<file path="src/rtl/bcd2bin_seq_pkg.sv">
// Shared definitions for the BCD <-> binary conversion paths: FSM encoding,
// default geometry and a digit validity helper.
package bcd2bin_seq_pkg;

  localparam int DIGITS_DEF = 3;
  localparam int BIN_W_DEF  = 10;

  typedef enum logic [1:0] {
    ST_IDLE  = 2'd0,
    ST_SHIFT = 2'd1,
    ST_DONE  = 2'd2
  } state_t;

  function automatic logic digit_ok(input logic [3:0] d);
    return (d <= 4'd9);
  endfunction

endpackage

</file>
<file path="src/rtl/bcd2bin_seq_if.sv">
// Request/result bundle between a BCD source (master) and the converter (slave).
// start is a request qualified by ready: a job is accepted on a rising edge where
// start=1 and ready=1; done pulses once with bin_out/err valid in that cycle.
interface bcd2bin_seq_if #(
  parameter int DIGITS = bcd2bin_seq_pkg::DIGITS_DEF,
  parameter int BIN_W  = bcd2bin_seq_pkg::BIN_W_DEF
) ();

  logic                          start;
  logic [4*DIGITS-1:0]           bcd_in;
  logic                          ready;
  logic                          busy;
  logic                          done;
  logic [BIN_W-1:0]              bin_out;
  logic                          err;
  bcd2bin_seq_pkg::state_t       state;

  modport master (
    output start,
    output bcd_in,
    input  ready,
    input  busy,
    input  done,
    input  bin_out,
    input  err,
    input  state
  );

  modport slave (
    input  start,
    input  bcd_in,
    output ready,
    output busy,
    output done,
    output bin_out,
    output err,
    output state
  );

endinterface

</file>
<file path="src/rtl/bcd2bin_seq_bcd_digit_adj.sv">
// Per-digit correction for reverse double-dabble: a digit that reads 8 or more
// after the right shift had a 10s carry pushed into it, so take 3 back off.
module bcd_digit_adj (
  input  logic [3:0] din,
  output logic [3:0] dout
);

  assign dout = (din >= 4'd8) ? (din - 4'd3) : din;

endmodule

</file>
<file path="src/rtl/bcd2bin_seq.sv">
// Sequential BCD-to-binary converter: reverse double-dabble, one shift per clock,
// BIN_W shifts per job; out-of-range digits short-circuit straight to an error result.
module bcd2bin_seq
  import bcd2bin_seq_pkg::*;
#(
  parameter int DIGITS = DIGITS_DEF,
  parameter int BIN_W  = BIN_W_DEF
) (
  input  logic         clk,
  input  logic         reset,
  bcd2bin_seq_if.slave bus
);

  localparam int              DIG_W    = 4 * DIGITS;
  localparam int              CNT_W    = $clog2(BIN_W + 1);
  localparam logic [CNT_W-1:0] LAST_CNT = CNT_W'(BIN_W - 1);

  state_t              state_q;
  logic [DIG_W-1:0]    dig_q;
  logic [BIN_W-1:0]    bin_q;
  logic [CNT_W-1:0]    count_q;
  logic                ready_q;
  logic                busy_q;
  logic                done_q;
  logic                err_q;
  logic [BIN_W-1:0]    bin_out_q;

  logic [DIG_W+BIN_W-1:0] shifted;
  logic [DIG_W-1:0]       dig_adj;
  logic                   in_valid;

  // The LSB of digit 0 falls into the MSB of the binary register.
  always_comb begin
    shifted = {1'b0, dig_q, bin_q[BIN_W-1:1]};
  end

  for (genvar g = 0; g < DIGITS; g++) begin : g_adj
    bcd_digit_adj u_adj (
      .din  (shifted[BIN_W + 4*g +: 4]),
      .dout (dig_adj[4*g +: 4])
    );
  end

  always_comb begin
    in_valid = 1'b1;
    for (int i = 0; i < DIGITS; i++) begin
      if (!digit_ok(bus.bcd_in[4*i +: 4])) in_valid = 1'b0;
    end
  end

  always_ff @(posedge clk) begin
    if (reset) begin
      state_q   <= ST_IDLE;
      dig_q     <= '0;
      bin_q     <= '0;
      count_q   <= '0;
      ready_q   <= 1'b1;
      busy_q    <= 1'b0;
      done_q    <= 1'b0;
      err_q     <= 1'b0;
      bin_out_q <= '0;
    end else begin
      case (state_q)
        ST_IDLE: begin
          done_q <= 1'b0;
          if (bus.start) begin
            dig_q   <= bus.bcd_in;
            bin_q   <= '0;
            ready_q <= 1'b0;
            busy_q  <= 1'b1;
            if (in_valid) begin
              state_q <= ST_SHIFT;
              count_q <= '0;
            end else begin
              state_q   <= ST_DONE;
              bin_out_q <= '0;
              err_q     <= 1'b1;
              done_q    <= 1'b1;
            end
          end
        end

        ST_SHIFT: begin
          dig_q   <= dig_adj;
          bin_q   <= shifted[BIN_W-1:0];
          count_q <= count_q + 1'b1;
          if (count_q == LAST_CNT) begin
            state_q   <= ST_DONE;
            bin_out_q <= shifted[BIN_W-1:0];
            err_q     <= 1'b0;
            done_q    <= 1'b1;
          end
        end

        ST_DONE: begin
          state_q <= ST_IDLE;
          done_q  <= 1'b0;
          ready_q <= 1'b1;
          busy_q  <= 1'b0;
        end

        default: begin
          state_q <= ST_IDLE;
          done_q  <= 1'b0;
          ready_q <= 1'b1;
          busy_q  <= 1'b0;
        end
      endcase
    end
  end

  assign bus.ready   = ready_q;
  assign bus.busy    = busy_q;
  assign bus.done    = done_q;
  assign bus.err     = err_q;
  assign bus.bin_out = bin_out_q;
  assign bus.state   = state_q;

endmodule

</file>
<file path="src/flat_wrapper.sv">
// flat-port wrapper written by rule: the top's interface ports become plain ports
module bcd2bin_seq_flat import bcd2bin_seq_pkg::*;
#(
  parameter int DIGITS = DIGITS_DEF,
  parameter int BIN_W  = BIN_W_DEF
)
  (clk, reset, bus_start, bus_bcd_in, bus_ready, bus_busy, bus_done, bus_bin_out, bus_err, bus_state);
  bcd2bin_seq_if #(.DIGITS(DIGITS), .BIN_W(BIN_W)) bus_i ();
  input  logic clk;
  input  logic reset;
  input wire logic [$bits(bus_i.start)-1:0] bus_start;
  input wire logic [$bits(bus_i.bcd_in)-1:0] bus_bcd_in;
  output wire logic [$bits(bus_i.ready)-1:0] bus_ready;
  output wire logic [$bits(bus_i.busy)-1:0] bus_busy;
  output wire logic [$bits(bus_i.done)-1:0] bus_done;
  output wire logic [$bits(bus_i.bin_out)-1:0] bus_bin_out;
  output wire logic [$bits(bus_i.err)-1:0] bus_err;
  output wire logic [$bits(bus_i.state)-1:0] bus_state;
  assign bus_i.start = bus_start;
  assign bus_i.bcd_in = bus_bcd_in;
  assign bus_ready = bus_i.ready;
  assign bus_busy = bus_i.busy;
  assign bus_done = bus_i.done;
  assign bus_bin_out = bus_i.bin_out;
  assign bus_err = bus_i.err;
  assign bus_state = bus_i.state;
  bcd2bin_seq #(.DIGITS(DIGITS), .BIN_W(BIN_W)) u_core (.clk(clk), .reset(reset), .bus(bus_i));
endmodule
</file>
<file path="config.mk">
export PLATFORM = sky130hd
export DESIGN_NAME = bcd2bin_seq_flat
export DESIGN_NICKNAME = d
export VERILOG_FILES = /design/src/rtl/bcd2bin_seq_pkg.sv /design/src/rtl/bcd2bin_seq_if.sv /design/src/rtl/bcd2bin_seq_bcd_digit_adj.sv /design/src/rtl/bcd2bin_seq.sv /design/src/flat_wrapper.sv
export SDC_FILE = /design/constraint.sdc
export NUM_CORES = 1
export LEC_CHECK = 0
export BUFFER_PORTS_ARGS = -buffer_cell sky130_fd_sc_hd__buf_2
export CAP_MARGIN = 20
export CORE_MARGIN = 10
export CORE_UTILIZATION = 57
export CTS_BUF_LIST = sky130_fd_sc_hd__clkbuf_2 sky130_fd_sc_hd__clkbuf_4 sky130_fd_sc_hd__clkbuf_8
export DETAILED_ROUTE_END_ITERATION = 7
export GPL_TIMING_DRIVEN = 0
export PLACE_DENSITY = 0.81
export SLEW_MARGIN = 20
export SYNTH_ARGS = -nofsm -noshare
export SYNTH_HDL_FRONTEND = slang
export SYNTH_SLANG_ARGS = --single-unit
export TNS_END_PERCENT = 5
</file>
<file path="constraint.sdc">
create_clock -name clk -period 1.95 [get_ports clk]
set_input_delay 0.39 -clock clk [delete_from_list [all_inputs] [get_ports clk]]
set_output_delay 0.39 -clock clk [all_outputs]
set_load 0.005 [all_outputs]
</file>
# After elaboration in Yosys (flattened, before gate mapping)
# Index checks and enable logic that the tools add are counted.
# totals
out_inout_bits	16
register_bits	42
wordCells	66
in_bits	15
# classes
eq_ne	6
n_reduce_logical	7
add_sub_neg	4
n_lt_le_gt_ge	6
n_bitwise	1
n_mux	33
# op_table
cell	count
two-way mux 10 bit	4
case mux 10 bit (2 select lines)	2
case mux 12 bit (2 select lines)	1
two-way mux 4 bit	5
<= comparator 4 bit, second input constant	3
two-way mux 12 bit	1
two-way mux 1 bit	11
greater-or-equal comparator 4 bit, second input constant	2
case mux 1 bit (2 select lines)	4
case mux 4 bit (2 select lines)	1
subtractor 4 x 2 -> 4 bit, second input constant	2
two-way mux 2 bit	3
AND reduction 2 bit	3
adder 4 x 1 -> 4 bit, second input constant	1
== test 4 bit, second input constant	1
greater-or-equal comparator 3 x 4 -> 1 bit, second input constant	1
inequality test 2 x 1 -> 1 bit, second input constant	2
inequality test 2 bit, second input constant	2
case mux 2 bit (2 select lines)	1
AND reduction 4 bit	1
subtractor 3 x 2 -> 4 bit, second input constant	1
AND reduction 3 bit	1
== test 2 x 1 -> 1 bit, second input constant	1
zero test 2 bit	1
2 further kinds	2

# Longest topological paths before layout
# Gate-level depths: netlist of the first run.
# depth
depth_word	7
mapped_depth	7

# By module
# Synthesis of the first run repeated with hierarchy kept, for this count alone.
# unflattened
hier_cells	212
area_unflattened_um2	1964.4
# by_module_without_submodules
mod	area_per_inst_um2	n_inst	cells_each
bcd2bin_seq	1735.4	1	179
bcd_digit_adj	76.3	3	11

# Worst setup path after synthesis of the first run
# OpenSTA, ideal clock, no wires.
# synth_timing
path_type	reg-to-reg
startpoint	register u_core.count_q[1]
endpoint	register u_core.bin_out_q[1], in the netlist u_core.bus.bin_out[1]
arrival_time_ps	1410
setup_ps	60
stages_incl_launch_ff	7
required_ps	1890
n_path_buf	1
setup_slack_ps	480
path_cell_list	dfxtp_1 inv_1 ha_1 and3b_1 buf_2 a211oi_4 a22o_1
# synth_between
elab_chain_len	3
# synth_rtl
element	line_no	source
from (decl)	bcd2bin_seq.sv:21	logic [CNT_W-1:0] count_q;
from (signal assigned)	bcd2bin_seq.sv:86	count_q <= count_q + 1'b1;
== test 4 bit	bcd2bin_seq.sv:87	if (count_q == LAST_CNT) begin
inequality test 2 x 1 -> 1 bit (no line)	--	
AND reduction 4 bit (no line)	--	
to (signal assigned)	bcd2bin_seq.sv:89	bin_out_q <= shifted[BIN_W-1:0];
to (decl)	bcd2bin_seq.sv:26	logic [BIN_W-1:0] bin_out_q;
# Every way passes these cells.
# A chain may end at the register's enable or synchronous reset.

# Worst setup path after layout of the first run
# layout_timing
startpoint	register u_core.count_q[0]
endpoint	register u_core.bin_out_q[3], in the netlist u_core.bus.bin_out[3]
# Same word-level chain as after synthesis.

==> impl_metrics.tcl, run 1 <==
set metrics [dict create \
    drc_errors 0 \
    htreeDepth 2 \
    cp_slowest_stage_delay_ps 450 \
    hold_ws_ps 297 \
    critPathLaunch "u_core.count_q[0]" \
    rrSetupSlack_ps 230 \
    p_leak_nw 0.842 \
    outcome "completed" \
    die_y_um 75.8 \
    clkTransAtPathRegs_ps 120 \
    fin_total_pwr_mw 1.67 \
    min_period_ps 1720 \
    drv_slew 0 \
    root_buffer "clkbuf_4" \
    grt_pass1_wl_mm 6.58 \
    synth_edf_count 0 \
    fillers 274 \
    p_per_area_nw_per_um2 813 \
    wl_per_cell_um 14.6 \
    wirelength_mm 4.01 \
    globalRoute.totalOverflow 0 \
    initial_utilization 0.586 \
    r2r_cells 6 \
    finalSetupViolations 0 \
    grt_antenna_before_repair 0 \
    path_depth 6 \
    core_um2 3030 \
    fmax_mhz 580 \
    cts_hold_buf 0 \
    drt_first_pass_iters 4 \
    synth_top_area_share 0.462 \
    cp-start-kind "flop" \
    hpwl_mm 3.03 \
    crit_buf_inv 1 \
    diodes 0 \
    crit_family "simple AND/OR/NAND/NOR gates" \
    cts-buffers-inserted 5 \
    final_hold_viol_count 0 \
    insertion_delay_ps 340 \
    drive_gt1_frac 0.212 \
    synth_common_cells "dfxtp_1, nor2_1, nand2_1" \
    path_class "reg2reg" \
    synth_top_area_cell "dfxtp_1" \
    ioPinCount 31 \
    ir_worst_vdd_v 0.000443 \
    fin_area_um2 2050 \
    final_cells 275 \
    required_ps 2240 \
    synth_ff_type "dfxtp_1" \
    drv_cap 0 \
    io_buffers 30 \
    dieArea_um2 5750 \
    drt_iter0_markers 128 \
    worst_pin_slew_ps 689 \
    cp_max_fo 9 \
    critPathArrivalTime_ps 2010 \
    cp-end-kind "flop" \
    fin_crit_sh 0.884 \
    cts_sinks 41 \
    place_congestion 0.799 \
    cts_tree "yes" \
    ant_nets 0 \
    cts_resized 0 \
    crit_path_end "u_core.bus.bin_out[3]" \
    cpMaxStageDelayCell "nor3_2" \
    skew_ps 7.65 \
    synthCells 194 \
    yosysMostFrequentCell "dfxtp_1" \
    rsz0062_at_grt "false" \
    areaGrowthSynthToFinish_pct 15.6 \
    synth_area_leaders "dfxtp_1, nor2_1, a22oi_1" \
    synth-seq-cells 41 \
    rows 20 \
    post_cts_buffers 0 \
    die_w_um 75.8 \
    finalNetCount 252 \
    cts_buffer_depth 2 \
    ys_warn_count 0 \
    grt_max_degree 13 \
    synth_cell_types 38 \
    track_usage 0.150 \
    vias 1523 \
    synthesis.nets 215 \
    crit_chain "ha_1, and3b_1, buf_2, nand2_1, nor3_2, a22o_1" \
    vias_per_cell 5.54 \
    synth_seq_area_share 0.462 \
    r2r_end "u_core.bus.bin_out[3]" \
    tns_ps 0 \
    place_area_um2 1980 \
    r2r-start "u_core.count_q[0]" \
    avgSynthCellArea_um2 9.15 \
    grt_pass1_vias 1457 \
    hold_class "in2reg" \
    netlist_area_um2 1780 \
    async_flop_share 0 \
    dp.cells 268 \
    slew-limit-headroom 0.540 \
]
==> metal layers <==
metal  wire length, um  track usage  share of wire  vias to the layer above
li1                  -            -              -                      760
met1              1710        0.162           0.43                      715
met2              1940        0.259           0.48                       44
met3               323       0.0573          0.080                        4
met4                42       0.0577          0.010                        0
met5                 0            0              0                        -
==> metrics by stage <==
step | util | setup WS (ps)
after floorplan | - | 480
after global placement | 0.654 | 191
after detailed placement | 0.654 | 159
after CTS | 0.678 | 215
after global routing | 0.678 | 32.3
final | 0.678 | 226
==> kinds of logic after synthesis <==
kind of cell / synth area share
compound gates: 0.272
xor+xnor: 0.0197
fa+ha+maj: 0.0423
buf+inv: 0.0493
flops: 0.462
simple gates: 0.154
==> placed cells by master (no fill, tap or decap), types with 3 or more instances in the layout <==
cell | synthesis | final
dfxtp_1 | 41 | 41
buf_2 | 4 | 34
nor2_1 | 28 | 28
nand2_1 | 15 | 15
a21oi_1 | 12 | 12
a22oi_1 | 11 | 11
inv_1 | 10 | 10
a22o_1 | 9 | 9
o21ai_0 | 6 | 6
ha_1 | 6 | 6
clkbuf_1 | 5 | 5
a211oi_1 | 5 | 5
clkbuf_4 | 0 | 5
xnor2_1 | 4 | 4
nor3_1 | 4 | 4
nand2b_1 | 3 | 3
a311oi_1 | 3 | 3
o21ai_1 | 3 | 3
==> sequential cells by signal, indices dropped and copies added, names as in the netlist <==
name / count
u_core.dig_q: 12
u_core.bus.ready: 1
u_core.bus.bin_out: 10
u_core.bus.err: 1
u_core.bin_q: 9
u_core.bus.done: 1
u_core.bus.state: 2
u_core.count_q: 4
u_core.bus.busy: 1
==> layout make-up <==
cell class                      count  area (um^2)  share of cell area
Clock buffer                        5         37.5              0.0183
Buffer                             10         50.0              0.0244
Clock inverter                      2         35.0              0.0171
Tap cell                           44         55.1              0.0268
Multi-Input combinational cell    133          867               0.422
Inverter                           10         37.5              0.0183
Timing Repair Buffer               30          150              0.0731
Sequential cell                    41          821               0.400
==> worst min-delay path, cell delays in order <==
cell and delay, ps:
buf_2 90, nand2_1 40, a311oi_1 80
==> power breakdown <==
group | internal, mW | total (mW) | switching [mW]
logic | 0.0964 | 0.234 | 0.137
registers | 0.874 | 0.910 | 0.0359
clock network | 0.261 | 0.526 | 0.265
total | 1.23 | 1.67 | 0.438
==> worst min-delay path by stage <==
| stage | to | slack, ps | startpoint | cells past startpoint |
|---|---|---|---|---|
| 3_5_place_dp | u_core.bus.bin_out[0] | 460 | u_core.bin_q[1] | 2 |
| 2_1_floorplan | u_core.bus.bin_out[0] | 430 | u_core.bin_q[1] | 2 |
| 4_1_cts | u_core.dig_q[8] | 290 | bus_bcd_in[8] | 3 |
| 3_3_place_gp | u_core.bus.bin_out[0] | 440 | u_core.bin_q[1] | 2 |
| 6_report | u_core.dig_q[8] | 300 | bus_bcd_in[8] | 3 |
| 5_1_grt | u_core.dig_q[8] | 300 | bus_bcd_in[8] | 3 |
No activity file was read; power rests on OpenSTA's default activity.
==> run 2, diff against run 1 <==
--- a/config.mk
+++ b/config.mk
@@ -11,9 +11,7 @@
 export CORE_UTILIZATION = 57
 export CTS_BUF_LIST = sky130_fd_sc_hd__clkbuf_2 sky130_fd_sc_hd__clkbuf_4 sky130_fd_sc_hd__clkbuf_8
 export DETAILED_ROUTE_END_ITERATION = 7
-export GPL_TIMING_DRIVEN = 0
 export PLACE_DENSITY = 0.81
-export SLEW_MARGIN = 20
 export SYNTH_ARGS = -nofsm -noshare
 export SYNTH_HDL_FRONTEND = slang
 export SYNTH_SLANG_ARGS = --single-unit
==> run 2 against run 1 <==
  * Clock power up 28%
  * Maximum frequency up 7.0%
  * Critical endpoint is now u_core.bus.bin_out[7]
  * Core utilization up 1.6 points
  * Final cell count unchanged
  * Combinational power up 5%
  * Highest routed layer unchanged
==> impl_metrics.tcl, run 2 (synthesized netlist as in run 1, its figures left out) <==
set metrics [dict create \
    fin_total_pwr_mw 1.83 \
    required_ps 2250 \
    areaGrowthSynthToFinish_pct 18.3 \
    hold_path_end "u_core.dig_q[11]" \
    final_cells 275 \
    top_register "u_core.dig_q" \
    ioPinCount 31 \
    drt_first_pass_iters 5 \
    tns_ps 0 \
    grt_pass1_vias 1502 \
    r2r_cells 3 \
    io_buffers 30 \
    die_y_um 75.8 \
    cts_resized 0 \
    die_w_um 75.8 \
    vias 1524 \
    slew-limit-headroom 0.703 \
    dieArea_um2 5750 \
    grt_antenna_before_repair 0 \
    outcome "completed" \
    cts_tree "yes" \
    rrSetupSlack_ps 340 \
    fillers 249 \
    dp.cells 267 \
    initial_utilization 0.586 \
    finalNetCount 251 \
    crit_buf_inv 0 \
    drv_cap 0 \
    drive_gt1_frac 0.234 \
    final_cell_mix "dfxtp_1, buf_2, nor2_1" \
    rows 20 \
    drt_iter0_markers 130 \
    hpwl_mm 3.08 \
    wirelength_mm 4.07 \
    cts_hold_buf 0 \
    post_cts_buffers 0 \
    cts-buffers-inserted 5 \
    cts_buffer_depth 2 \
    crit_family "compound AO/OA/AOI/OAI gates" \
    cp-end-kind "flop" \
    p_per_area_nw_per_um2 872 \
    place_area_um2 2000 \
    path_class "reg2reg" \
    grt_max_degree 19 \
    r2r_end "u_core.bus.bin_out[7]" \
    root_buffer "clkbuf_4" \
    fin_crit_sh 0.826 \
    hold-path-cell-count 3 \
    skew_ps 9.76 \
    place_congestion 0.819 \
    globalRoute.totalOverflow 0 \
    hold_class "in2reg" \
    finalSetupViolations 0 \
    ir_worst_vdd_v 0.000630 \
    cp_slowest_stage_delay_ps 520 \
    core_um2 3030 \
    ant_nets 0 \
    critPathArrivalTime_ps 1920 \
    p_leak_nw 0.868 \
    track_usage 0.149 \
    cpMaxStageDelayCell "dfxtp_1" \
    wl_per_cell_um 14.8 \
    cts_sinks 41 \
    htreeDepth 2 \
    layout_commonest_cell "dfxtp_1" \
    drv_slew 0 \
    cp_max_fo 12 \
    largest_reg_flops 12 \
    fmax_mhz 621 \
    vias_per_cell 5.54 \
    final_hold_viol_count 0 \
    insertion_delay_ps 360 \
    drc_errors 0 \
    hold_start "bus_bcd_in[11]" \
    grt_pass1_wl_mm 6.62 \
    worst_pin_slew_ps 444 \
    diodes 0 \
    r2r-start "u_core.bus.state[1]" \
    cp-start-kind "flop" \
    min_period_ps 1610 \
    fin_area_um2 2100 \
    clkTransAtPathRegs_ps 120 \
    crit_chain "and2b_2, a211oi_4, a22o_1" \
    rsz0062_at_grt "false" \
]
[run 2: cell types whose count changed in the layout (fill, tap and decap cells not counted)]
cell and change:
buf_2 -4, buf_4 +9, buf_6 -1, bufinv_16 +1, clkbuf_1 -5
[run 2: worst max path at each step]
| stage | start | end | cells after the start |
|---|---|---|---|
| 5_1_grt | u_core.bus.state[1] | u_core.bus.bin_out[9] | 3 |
| 2_1_floorplan | u_core.count_q[1] | u_core.bus.bin_out[1] | 6 |
| 3_5_place_dp | bus_bcd_in[1] | u_core.bus.bin_out[7] | 5 |
| 3_3_place_gp | bus_bcd_in[1] | u_core.bus.bin_out[2] | 5 |
| 6_report | u_core.bus.state[1] | u_core.bus.bin_out[7] | 3 |
| 4_1_cts | u_core.bus.state[1] | u_core.bus.bin_out[6] | 3 |
[run 2: area by class of cell]
| class | instances | area [um^2] | share of cell area |
|---|---|---|---|
| Multi-Input combinational cell | 133 | 867 | 0.413 |
| Sequential cell | 41 | 821 | 0.391 |
| Timing Repair Buffer | 39 | 218 | 0.104 |
| Clock inverter | 3 | 65.1 | 0.0310 |
| Tap cell | 44 | 55.1 | 0.0262 |
| Clock buffer | 5 | 37.5 | 0.0179 |
| Inverter | 10 | 37.5 | 0.0179 |
[run 2: tightest hold or removal path: cells and delay by family]
kind | cells | cell delay [ps]
AOI/OAI and AO/OA | 1 | 60
buffers and inverters | 1 | 80
and+or+nand+nor | 1 | 80
[run 2: metrics by stage]
stage,hold WS [ps],setup slack [ps],util
2_1_floorplan,430,480,-
3_3_place_gp,449,263,0.660
3_5_place_dp,457,208,0.660
4_1_cts,275,331,0.694
5_1_grt,258,194,0.694
6_report,288,339,0.694
[run 2: power by group]
group / internal [mW] / switching (mW) / leakage, nW
logic: 0.105 / 0.141 / 0.479
registers: 0.875 / 0.0370 / 0.334
clock network: 0.397 / 0.277 / 0.0552
total: 1.38 / 0.455 / 0.868
[run 2: routing by layer]
metal | vias to the layer above | track usage | wire length (um)
met4 | 0 | 0.0784 | 93
met3 | 11 | 0.0495 | 226
met1 | 702 | 0.162 | 1740
met2 | 50 | 0.253 | 2010
met5 | - | 0 | 0
li1 | 761 | - | -
==> run 3, diff against run 2 <==
--- a/config.mk
+++ b/config.mk
@@ -5,13 +5,14 @@
 export SDC_FILE = /design/constraint.sdc
 export NUM_CORES = 1
 export LEC_CHECK = 0
+export ABC_AREA = 1
 export BUFFER_PORTS_ARGS = -buffer_cell sky130_fd_sc_hd__buf_2
 export CAP_MARGIN = 20
 export CORE_MARGIN = 10
-export CORE_UTILIZATION = 57
+export CORE_UTILIZATION = 52
 export CTS_BUF_LIST = sky130_fd_sc_hd__clkbuf_2 sky130_fd_sc_hd__clkbuf_4 sky130_fd_sc_hd__clkbuf_8
 export DETAILED_ROUTE_END_ITERATION = 7
-export PLACE_DENSITY = 0.81
+export PLACE_DENSITY = 0.77
 export SYNTH_ARGS = -nofsm -noshare
 export SYNTH_HDL_FRONTEND = slang
 export SYNTH_SLANG_ARGS = --single-unit
==> constraint.sdc (replaced) <==
create_clock -name clk -period 1.4 [get_ports clk]
set_input_delay 0.28 -clock clk [delete_from_list [all_inputs] [get_ports clk]]
set_output_delay 0.28 -clock clk [all_outputs]
set_load 0.005 [all_outputs]
==> run 3 against run 2 <==
  * Global-route usage down 1.0 points
  * Critical path type is now reg2out
  * Highest routed layer unchanged
  * Via count up 13%
  * Clock skew rose by 1.5 ps
  * Sequential share of layout area down 2.3 points
  * Clock power grew 22%
  * Final cell count grew 22%
  * Sequential power up 45%
==> impl_metrics.tcl, run 3 <==
set metrics [dict create \
    outcome "completed" \
    p_clk_frac 0.306 \
    die_y_um 79.8 \
    p_per_area_nw_per_um2 1190 \
    synth_area_leaders "dfxtp_1, nand2_1, a21oi_1" \
    cts_buffer_depth 2 \
    ir_worst_vdd_v 0.000749 \
    yosysMostFrequentCell "nand2_1" \
    r2r_cells 9 \
    ioPinCount 31 \
    synth_cell_types 26 \
    top_register "u_core.dig_q" \
    crit_chain "buf_4, buf_2" \
    setup_ws_ps 65.1 \
    root_buffer "clkbuf_4" \
    p_leak_nw 1.02 \
    final_hold_viol_count 0 \
    drive_gt1_frac 0.248 \
    skew_ps 11.2 \
    grt_antenna_before_repair 0 \
    synth_ff_type "dfxtp_1" \
    synthesis.nets 269 \
    cts-buffers-inserted 5 \
    io_buffers 30 \
    rsz0062_at_grt "false" \
    min_period_ps 1330 \
    rows 21 \
    final_cell_mix "nand2_1, dfxtp_1, a21oi_1, buf_2, nand3_1" \
    tns_ps 0 \
    finalNetCount 310 \
    drc_errors 0 \
    largest_reg_flops 12 \
    grt_pass1_wl_mm 7.27 \
    synth_common_cells "nand2_1, dfxtp_1, a21oi_1" \
    synthCells 248 \
    slew-limit-headroom 0.796 \
    cp_max_fo 4 \
    required_ps 1120 \
    cp-end-kind "primary output" \
    hold-path-cell-count 3 \
    cp-start-kind "flop" \
    power_switching_mw 0.761 \
    wl_per_cell_um 12.5 \
    cp_slowest_stage_delay_ps 430 \
    intPower_mw 1.92 \
    clkTransAtPathRegs_ps 130 \
    netlist_area_um2 1860 \
    areaGrowthSynthToFinish_pct 20.7 \
    initial_utilization 0.549 \
    vias_per_cell 5.13 \
    core_um2 3390 \
    diodes 0 \
    cts_hold_buf 0 \
    synth_seq_area_share 0.441 \
    insertion_delay_ps 360 \
    rrSetupSlack_ps 100 \
    fin_crit_sh 0.953 \
    grt_pass1_vias 1581 \
    grt_max_degree 22 \
    htreeDepth 2 \
    path_class "reg2out" \
    fmax_mhz 749 \
    synth_edf_count 0 \
    ant_nets 0 \
    cpMaxStageDelayCell "dfxtp_1" \
    die_w_um 79.8 \
    finalSetupViolations 0 \
    swShare 0.284 \
    dieArea_um2 6370 \
    drv_slew 0 \
    drt_iter0_markers 169 \
    avgSynthCellArea_um2 7.51 \
    drt_first_pass_iters 4 \
    layout_commonest_cell "nand2_1" \
    ys_warn_count 0 \
    cts_sinks 41 \
    place_congestion 0.777 \
    seq_power_share 0.492 \
    critPathArrivalTime_ps 1050 \
    cts_tree "yes" \
    synth_top_area_cell "dfxtp_1" \
    drv_cap 0 \
    synth-seq-cells 41 \
    hpwl_mm 3.05 \
    synth_top_area_share 0.441 \
    vias 1724 \
    wirelength_mm 4.21 \
    place_ws_ps -35.2 \
    worst_pin_slew_ps 302 \
    track_usage 0.139 \
    pwr-share-comb 0.202 \
    async_flop_share 0 \
    globalRoute.totalOverflow 0 \
    hold_class "in2reg" \
]
==> run 3: path summary, 6_finish.rpt <==
kind                       start                    end
min reg2reg      u_core.bus.busy        u_core.bus.busy
max          u_core.bus.state[0]           bus_state[0]
min                bus_bcd_in[8]        u_core.dig_q[8]
max reg2reg    u_core.count_q[1]  u_core.bus.bin_out[9]
==> run 3: power groups by stage <==
stage          clock (mW)  combinational [mW]  sequential, mW
2_1_floorplan           0               0.334            1.34
3_3_place_gp            0               0.497            1.34
3_5_place_dp            0               0.504            1.34
4_1_cts             0.838               0.536            1.32
5_1_grt             0.886               0.613            1.33
6_report            0.823               0.542            1.32
==> run 3: area by class of cell <==
type	instances	area, um^2
inverters	18	67.6
fillers	300	1140
repair buffers	47	294
well taps	46	57.6
multi-input cells	176	913
clock inverters	2	37.5
flip-flops and latches	41	826
clock buffers	6	51.3
==> run 3: critical path, delay by kind of cell (launching register included) <==
family,cells,cell delay (ps)
DFF,1,430
buffers and inverters,2,270
==> run 3: logic make-up (layout without fill, tap and decap cells) <==
family	Yosys count	in the layout	synth area share
adder cells (fa/ha/maj)	6	6	0.0403
XOR/XNOR	2	2	0.00941
buffers and inverters	31	73	0.0706
AND/OR/NAND/NOR	105	105	0.255
AO/OA/AOI/OAI	63	63	0.184
flip-flops	41	41	0.441
==> run 3: repair_timing <==
item	4_1_cts	5_1_grt
buffers inserted	3	1
gates resized for setup	0	5
cloned	0	0
pin swaps	1	1
setup endpoints to repair	3	25
==> run 3: per-layer routing <==
| metal | track usage | routed length, um |
|---|---|---|
| met1 | 0.179 | 1960 |
| met2 | 0.214 | 1960 |
| met3 | 0.0473 | 248 |
| met4 | 0.0405 | 43 |
| met5 | 0 | 0 |
==> run 3: metrics by stage <==
stage                     utilization  cells  power, mW  cell area (um^2)  hold WS (ps)
after floorplan                     -    248       1.67              1860           440
after global placement          0.621    324       1.84              2100           449
after detailed placement        0.621    324       1.85              2100           443
after CTS                       0.657    335       2.69              2230           167
after global routing            0.663    336       2.83              2250           180
final                           0.663    336       2.68              2250           176
